`config.mk`:
```
export PLATFORM = sky130hd
export DESIGN_NAME = btn_autorepeat_flat
export DESIGN_NICKNAME = d
export VERILOG_FILES = /design/src/rtl/btn_autorepeat_pkg.sv /design/src/rtl/btn_autorepeat_if.sv /design/src/rtl/btn_autorepeat_channel.sv /design/src/rtl/btn_autorepeat.sv /design/src/flat_wrapper.sv
export SDC_FILE = /design/constraint.sdc
export NUM_CORES = 1
export LEC_CHECK = 0
export ABC_AREA = 1
export CORE_ASPECT_RATIO = 0.9
export CORE_UTILIZATION = 45
export DETAILED_ROUTE_END_ITERATION = 6
export GPL_TIMING_DRIVEN = 0
export PLACE_DENSITY = 0.63
export SLEW_MARGIN = 20
export SYNTH_ARGS = -nofsm -noshare
export SYNTH_HDL_FRONTEND = slang
export SYNTH_HIERARCHICAL = 1
export SYNTH_SLANG_ARGS = --single-unit
```
`constraint.sdc`:
```
create_clock -name clk -period 1.79 [get_ports clk]
set_input_delay 0.358 -clock clk [delete_from_list [all_inputs] [get_ports clk]]
set_output_delay 0.358 -clock clk [all_outputs]
set_load 0.01 [all_outputs]
```
`src/rtl/btn_autorepeat_pkg.sv`:
```
// Shared types and sizing helpers for the button auto-repeat block.
package btn_autorepeat_pkg;

    localparam int NUM_BTN = 4;

    typedef enum logic [1:0] {
        REL,
        DELAY,
        REPEAT
    } rep_state_t;

    // Width wide enough to hold (largest period - 1); never below 1 bit.
    function automatic int cnt_width(input int a, input int b, input int c);
        int m;
        m = a;
        if (b > m) m = b;
        if (c > m) m = c;
        return (m < 2) ? 1 : $clog2(m);
    endfunction

endpackage

```
`src/rtl/btn_autorepeat_if.sv`:
```
// Button bus: raw inputs and enables in, debounced level and pulses out.
interface btn_autorepeat_if;

    logic [btn_autorepeat_pkg::NUM_BTN-1:0] usr_btn;
    logic [btn_autorepeat_pkg::NUM_BTN-1:0] repeat_en;
    logic [btn_autorepeat_pkg::NUM_BTN-1:0] btn_level;
    logic [btn_autorepeat_pkg::NUM_BTN-1:0] btn_press;
    logic [btn_autorepeat_pkg::NUM_BTN-1:0] btn_fire;

    modport master (
        output usr_btn, repeat_en,
        input  btn_level, btn_press, btn_fire
    );

    modport slave (
        input  usr_btn, repeat_en,
        output btn_level, btn_press, btn_fire
    );

endinterface

```
`src/rtl/btn_autorepeat_channel.sv`:
```
// One button: 2-flop synchronizer, debounce counter and DAS/ARR repeat FSM.
module btn_channel import btn_autorepeat_pkg::*; #(
    parameter int DEBOUNCE_CYCLES = 1000000,
    parameter int DAS_CYCLES      = 8500000,
    parameter int ARR_CYCLES      = 2500000
) (
    input  logic clk,
    input  logic reset_n,
    input  logic usr_btn_i,
    input  logic repeat_en_i,
    output logic btn_level_o,
    output logic btn_press_o,
    output logic btn_fire_o
);

    localparam int CW = cnt_width(DEBOUNCE_CYCLES, DAS_CYCLES, ARR_CYCLES);

    logic          sync1_q, sync2_q;
    logic          level_q, level_d;
    logic [CW-1:0] db_cnt_q, db_cnt_d;
    rep_state_t    state_q, state_d;
    logic [CW-1:0] rpt_cnt_q, rpt_cnt_d;
    logic          press_q, press_d;
    logic          fire_q, fire_d;
    logic          rise, fall;

    always_ff @(posedge clk) begin
        if (!reset_n) begin
            sync1_q   <= 1'b0;
            sync2_q   <= 1'b0;
            level_q   <= 1'b0;
            db_cnt_q  <= '0;
            state_q   <= REL;
            rpt_cnt_q <= '0;
            press_q   <= 1'b0;
            fire_q    <= 1'b0;
        end else begin
            sync1_q   <= usr_btn_i;
            sync2_q   <= sync1_q;
            level_q   <= level_d;
            db_cnt_q  <= db_cnt_d;
            state_q   <= state_d;
            rpt_cnt_q <= rpt_cnt_d;
            press_q   <= press_d;
            fire_q    <= fire_d;
        end
    end

    // Debounce: count consecutive cycles where synced input disagrees with level.
    always_comb begin
        level_d  = level_q;
        db_cnt_d = '0;
        if (sync2_q != level_q) begin
            if (db_cnt_q == CW'(DEBOUNCE_CYCLES - 1)) begin
                level_d = ~level_q;
            end else begin
                db_cnt_d = db_cnt_q + CW'(1);
            end
        end
    end

    assign rise = level_d & ~level_q;
    assign fall = ~level_d & level_q;

    // Pulses are decided from the next level so they line up with btn_level;
    // a fall always wins over a repeat scheduled for the same edge.
    always_comb begin
        state_d   = state_q;
        rpt_cnt_d = rpt_cnt_q;
        press_d   = 1'b0;
        fire_d    = 1'b0;
        if (fall) begin
            state_d   = REL;
            rpt_cnt_d = '0;
        end else begin
            case (state_q)
                REL: begin
                    rpt_cnt_d = '0;
                    if (rise) begin
                        state_d = DELAY;
                        press_d = 1'b1;
                        fire_d  = 1'b1;
                    end
                end
                DELAY: begin
                    if (!repeat_en_i) begin
                        rpt_cnt_d = '0;
                    end else if (rpt_cnt_q == CW'(DAS_CYCLES - 1)) begin
                        state_d   = REPEAT;
                        rpt_cnt_d = '0;
                        fire_d    = 1'b1;
                    end else begin
                        rpt_cnt_d = rpt_cnt_q + CW'(1);
                    end
                end
                REPEAT: begin
                    if (!repeat_en_i) begin
                        rpt_cnt_d = '0;
                    end else if (rpt_cnt_q == CW'(ARR_CYCLES - 1)) begin
                        rpt_cnt_d = '0;
                        fire_d    = 1'b1;
                    end else begin
                        rpt_cnt_d = rpt_cnt_q + CW'(1);
                    end
                end
                default: begin
                    state_d   = REL;
                    rpt_cnt_d = '0;
                end
            endcase
        end
    end

    assign btn_level_o = level_q;
    assign btn_press_o = press_q;
    assign btn_fire_o  = fire_q;

endmodule

```
`src/rtl/btn_autorepeat.sv`:
```
// Four independent debounced push-buttons with press pulse and auto-repeat fire.
module btn_autorepeat import btn_autorepeat_pkg::*; #(
    parameter int DEBOUNCE_CYCLES = 1000000,
    parameter int DAS_CYCLES      = 8500000,
    parameter int ARR_CYCLES      = 2500000
) (
    input  logic             clk,
    input  logic             reset_n,
    btn_autorepeat_if.slave  bus
);

    logic [NUM_BTN-1:0] level_w;
    logic [NUM_BTN-1:0] press_w;
    logic [NUM_BTN-1:0] fire_w;

    for (genvar g = 0; g < NUM_BTN; g++) begin : g_ch
        btn_channel #(
            .DEBOUNCE_CYCLES (DEBOUNCE_CYCLES),
            .DAS_CYCLES      (DAS_CYCLES),
            .ARR_CYCLES      (ARR_CYCLES)
        ) u_ch (
            .clk         (clk),
            .reset_n     (reset_n),
            .usr_btn_i   (bus.usr_btn[g]),
            .repeat_en_i (bus.repeat_en[g]),
            .btn_level_o (level_w[g]),
            .btn_press_o (press_w[g]),
            .btn_fire_o  (fire_w[g])
        );
    end

    assign bus.btn_level = level_w;
    assign bus.btn_press = press_w;
    assign bus.btn_fire  = fire_w;

endmodule
```
`src/flat_wrapper.sv`:
```
// flat-port wrapper written by rule: the top's interface ports become plain ports
module btn_autorepeat_flat import btn_autorepeat_pkg::*;
#(
    parameter int DEBOUNCE_CYCLES = 1000000,
    parameter int DAS_CYCLES      = 8500000,
    parameter int ARR_CYCLES      = 2500000
)
  (clk, reset_n, bus_usr_btn, bus_repeat_en, bus_btn_level, bus_btn_press, bus_btn_fire);
  btn_autorepeat_if bus_i ();
  input  logic clk;
  input  logic reset_n;
  input wire logic [$bits(bus_i.usr_btn)-1:0] bus_usr_btn;
  input wire logic [$bits(bus_i.repeat_en)-1:0] bus_repeat_en;
  output wire logic [$bits(bus_i.btn_level)-1:0] bus_btn_level;
  output wire logic [$bits(bus_i.btn_press)-1:0] bus_btn_press;
  output wire logic [$bits(bus_i.btn_fire)-1:0] bus_btn_fire;
  assign bus_i.usr_btn = bus_usr_btn;
  assign bus_i.repeat_en = bus_repeat_en;
  assign bus_btn_level = bus_i.btn_level;
  assign bus_btn_press = bus_i.btn_press;
  assign bus_btn_fire = bus_i.btn_fire;
  btn_autorepeat #(.DEBOUNCE_CYCLES(DEBOUNCE_CYCLES), .DAS_CYCLES(DAS_CYCLES), .ARR_CYCLES(ARR_CYCLES)) u_core (.clk(clk), .reset_n(reset_n), .bus(bus_i));
endmodule
```
Yosys cells after proc, flatten, opt, wreduce, memory -nomap -nowiden
Index checks and enable logic that the tools add are counted.

storage, ports and cells
  flip-flop bits (word level) = 220
  input port bits = 10
  output and inout port bits = 12
  logic and storage cells = 193

cells by class
  add/sub/neg operators = 8
  equal/unequal tests = 36
  multiplexer cells = 68
  bitwise logic cells = 29
  reductions and logical operators = 20

operator list
  cell                   number
  $mux 24                16
  $add 24x1->24 const B  8
  $pmux 24 s2            4
  $eq 24x20->1 const B   4
  $eq 24x22->1 const B   4
  $eq 24x24->1 const B   4
  $mux 1                 28
  $mux 2                 12
  $ne 2x2->1 const B     12
  $pmux 2 s3             4
  $reduce_or 3->1        8
  $not 1->1              21
  $reduce_and 4->1       4
  $pmux 1 s3             4
  $and 1x1->1            8
  $eq 2x1->1 const B     4
  $eq 2x2->1 const B     4
  $logic_not 2->1        4
  $reduce_or 2->1        4
  $ne 1x1->1             4

Longest topological paths before layout
  depth after elaboration = 6
  depth in mapped cells = 11
  mapped depth without buffers = 11

By module
The synthesis kept the hierarchy.

modules (own cells, without submodules)
  module                                 times used  cells each  area each (µm²)  sequential area each (µm²)
  btn_channel (u_core.g_ch[0].u_ch ...)  3           448         3047.9           1101.1
  btn_channel (u_core.g_ch[3].u_ch)      1           469         3060.4           1101.1

Worst setup path after synthesis
OpenSTA, ideal clock, no wires.

  kind = register to register
  start = register u_core.g_ch[3].u_ch.db_cnt_q[0]
  end = register u_core.g_ch[3].u_ch.db_cnt_q[22]
  library setup time = 121 ps
  data arrival time = 1493 ps
  data required time = 1669 ps
  path slack = 177 ps
  cell stages (with the launch flop) = 11
  path buffers = 0
  period minus slack after synthesis = 1613 ps
  path through = dfxtp_1 > ha_1 > nand2_2 > nor2_8 > nand2_2 > nor2_4 > nand2_1 > nor2_2 > inv_2 > nor3_1 > nor3_2

between the ends
  cells in the longest elaborated chain, start to end = 2
  elaborated cells between the ends (all ways) = 3
  classes of those cells = add/sub (1); eq/ne (1); reduce/logical (1)

ends and longest elaborated chain
  element                                                                line                          source
  start, declared                                                        btn_autorepeat_channel.sv:20  logic [CW-1:0] db_cnt_q, db_cnt_d;
  start signal, assigned                                                 btn_autorepeat_channel.sv:41  db_cnt_q <= db_cnt_d;
  parallel branches: the longest is 2 deep, another holds $add 24x1->24  --

Parallel ways; which one is timed is not known.
A chain may end at the register's enable or synchronous reset.

Worst setup path in the final report
  start = register u_core.g_ch[3].u_ch.press_q
  end = output port bus_btn_press[3]

RTL lines
  element                 line                          source
  start, declared         btn_autorepeat_channel.sv:23  logic press_q, press_d;
  start signal, assigned  btn_autorepeat_channel.sv:44  press_q <= press_d;
  end, declared           flat_wrapper.sv:15            output wire logic [$bits(bus_i.btn_press)-1:0] bus_btn_press;

No word-level cell between the ends.

==> metrics.yaml <==
outcome: "finished, final reports clean"
antenna_found_initial: 0
synth_top_area_share_pct: 36.1
p_total_mw: 10.5
clock_sinks: 220
p_comb_share_pct: 1.1
gp_congestion: 0.956
synth_top_area_cell: "dfxtp_1"
p_leak_nw: 5.19
areaGrowthSynthToFinish_pct: 17.0
endpoint_kind: "output port"
synth_area_sq_um: 12200
synth_area_leaders: "dfxtp_1 (36%), nand2_1 (13%), nor2_1 (10%)"
crit_slowest_cell: "clkdlybuf4s50_1"
drt_pass1_iterations: 5
slew_headroom_pct: 46.9
drv_slew: 0
ys_async_sr_fraction_pct: 0
synth_cells: 1813
power_per_cell_area_nw_per_um2: 733
cts_tree: "yes"
hold_violations: 0
via_per_inst: 4.98
finalNetCount: 1922
ir_worst_vdd_uv: 596
clk_path_buf_depth: 3
design.die.area_sq_um: 27800
design.core.area_sq_um: 26300
seq_area_frac_synth_pct: 36.1
chipWidth_um: 176
finalSetupViolCount: 0
p_sw_mw: 2.17
instances_no_fill: 2256
initial_core_util_pct: 46.3
htree_levels: 1
yosysUniqueCellTypes: 38
criticalPathCategory: "flop to output port"
cts_root_buf: "clkbuf_16"
rows: 56
drt_iter0_markers: 849
min_period_ns: 1.74
arrival_ns: 1.38
pwr-share-seq_pct: 46.9
cp_data_required_time_ns: 1.43
fin_skew_ns: 0.0147
hp-class: "primary input to flop"
fin_crit_sh_pct: 97.3
ys.flop_type: "dfxtp_1"
worst_pin_slew_ns: 0.797
syn_avg_cell_area_sq_um: 6.73
dp_hpwl_um: 20800
antennaDiodeCount: 0
swShare_pct: 20.8
wl_per_cell_um: 12.4
synth.net_count: 1847
grt.overflow.total: 0
dr_total_vias: 11200
drive_gt1_share_pct: 12.3
p_int_mw: 8.30
grt_pass1_wl_um: 46600
clk_latency_ns: 0.53
critical_path.max_stage_delay_ns: 0.53
synth-seq-cells: 220
synth_edf_count: 0
dpl.cell_count: 2182
grt_max_degree: 18
worst_setup_path_start_kind: "flop"
timing.hold.ws_ns: 0.374
rsz0062_at_grt: "yes"
fin_setup_tns_ns: 0
port_buffers: 21
synth.most_common_cell: "nand2_1"
pin_count: 22
synth_common_cells: "nand2_1 (417), nor2_1 (338), inv_1 (233)"
numCtsBuffers: 27
clk_pin_slew_ns: 0.06
path_cells: "clkdlybuf4s50_1"
pwr-share-clk_pct: 52.0
crit_family: "buffers and inverters"
crit_path_max_fanout: 1
ant_nets: 0
ys_warn_count: 6
cap_viol_max_count: 0
fp.dieH_um: 158
grtUsageTotal_pct: 19.8
first_global_vias: 10200
route.detailed.drc: 0
cp.buffers_inverters: 1
clock.fmax_ghz: 0.574
wl_um: 28100
==> worst paths after layout <==
check	cells after the start	slack, ns	end	startpoint
setup / recovery	1	0.05	bus_btn_press[3]	u_core/g_ch[3].u_ch/btn_press_o
hold / removal	3	0.37	u_core/g_ch[1].u_ch/sync1_q	bus_usr_btn[1]
setup reg to reg	11	0.06	u_core/g_ch[2].u_ch/btn_fire_o	u_core/g_ch[2].u_ch/db_cnt_q[0]
hold reg to reg	2	0.41	u_core/g_ch[2].u_ch/sync2_q	u_core/g_ch[2].u_ch/sync1_q
==> layout by cell type (no fill, tap or decap), types with 8 or more instances in the layout <==
cell type        count
nand2_1            415
nand3_1            125
xor2_1              57
nor3_1              61
nand4_1             52
clkbuf_16           27
inv_1              232
nor2_1             325
dfxtp_2             11
ha_1                16
a21oi_1             64
nor2_4              16
inv_2               10
o21ai_0             25
nor3_2               9
clkdlybuf4s50_1     14
nand3_2              8
nor2_2              16
nand3_4              9
xnor2_1             17
nor4_1               8
buf_6               15
dfxtp_1            206
or2_2               16
buf_4               22
nor3b_1             22
nand2_2             21
==> logic make-up after synthesis <==
kind of cell / after synthesis / synth area share (%)
AND/OR/NAND/NOR: 1128 / 42.5
XOR/XNOR: 74 / 5.31
AO/OA/AOI/OAI: 108 / 4.85
adder cells (fa/ha/maj): 24 / 2.46
buffers and inverters: 259 / 8.76
flip-flops: 220 / 36.1
==> metrics by stage <==
stage	utilization (%)	worst slack (ns)	instance area, sq um
6_report	54.2	0.0486	14300
5_1_grt	54.2	-0.0838	14300
4_1_cts	52.6	0.00326	13900
3_5_place_dp	48.8	-0.666	12800
3_3_place_gp	48.8	-0.610	12800
2_1_floorplan	-	0.177	12200
==> final cells by class <==
type	instances	area, sq um
sequential	220	4430
clock inverter	11	115
inverter	243	915
fill	2600	12100
multi-input combinational	1334	7020
tap	348	435
clock buffer	38	787
buffer	16	171
timing repair buffer	46	408
==> metal layers <==
| metal | vias up | wire, um | track usage [%] |
|---|---|---|---|
| met3 | 36 | 1360 | 2.38 |
| met4 | 0 | 464 | 4.51 |
| met1 | 5055 | 14100 | 28.5 |
| li1 | 5904 | - | - |
| met5 | - | 0 | 0 |
| met2 | 245 | 12100 | 31.6 |
==> state kept, by name, summed over array words and instances, names as in the netlist <==
name / flops
u_core/g_ch.u_ch/db_cnt_q: 96
u_core/g_ch.u_ch/btn_press_o: 4
u_core/g_ch.u_ch/rpt_cnt_q: 96
u_core/g_ch.u_ch/sync1_q: 4
u_core/g_ch.u_ch/btn_level_o: 4
u_core/g_ch.u_ch/sync2_q: 4
u_core/g_ch.u_ch/state_q: 8
u_core/g_ch.u_ch/btn_fire_o: 4
==> repair_timing <==
action / CTS / global route
endpoints found under the setup margin: 143 / 135
gates resized for setup: 33 / 64
hold buffers: 0 / 0
pin swaps: 6 / 12
cloned: 0 / 6
buffers inserted: 3 / 16
==> power by group through the flow <==
| stage | logic (mW) | registers, mW | clock network (mW) |
|---|---|---|---|
| 2_1_floorplan | 0.0528 | 5.02 | 0 |
| 3_3_place_gp | 0.101 | 5.02 | 0 |
| 3_5_place_dp | 0.101 | 5.02 | 0 |
| 4_1_cts | 0.102 | 4.91 | 5.62 |
| 5_1_grt | 0.128 | 4.91 | 5.79 |
| 6_report | 0.115 | 4.91 | 5.44 |
Power figures use the tool's default switching activity.
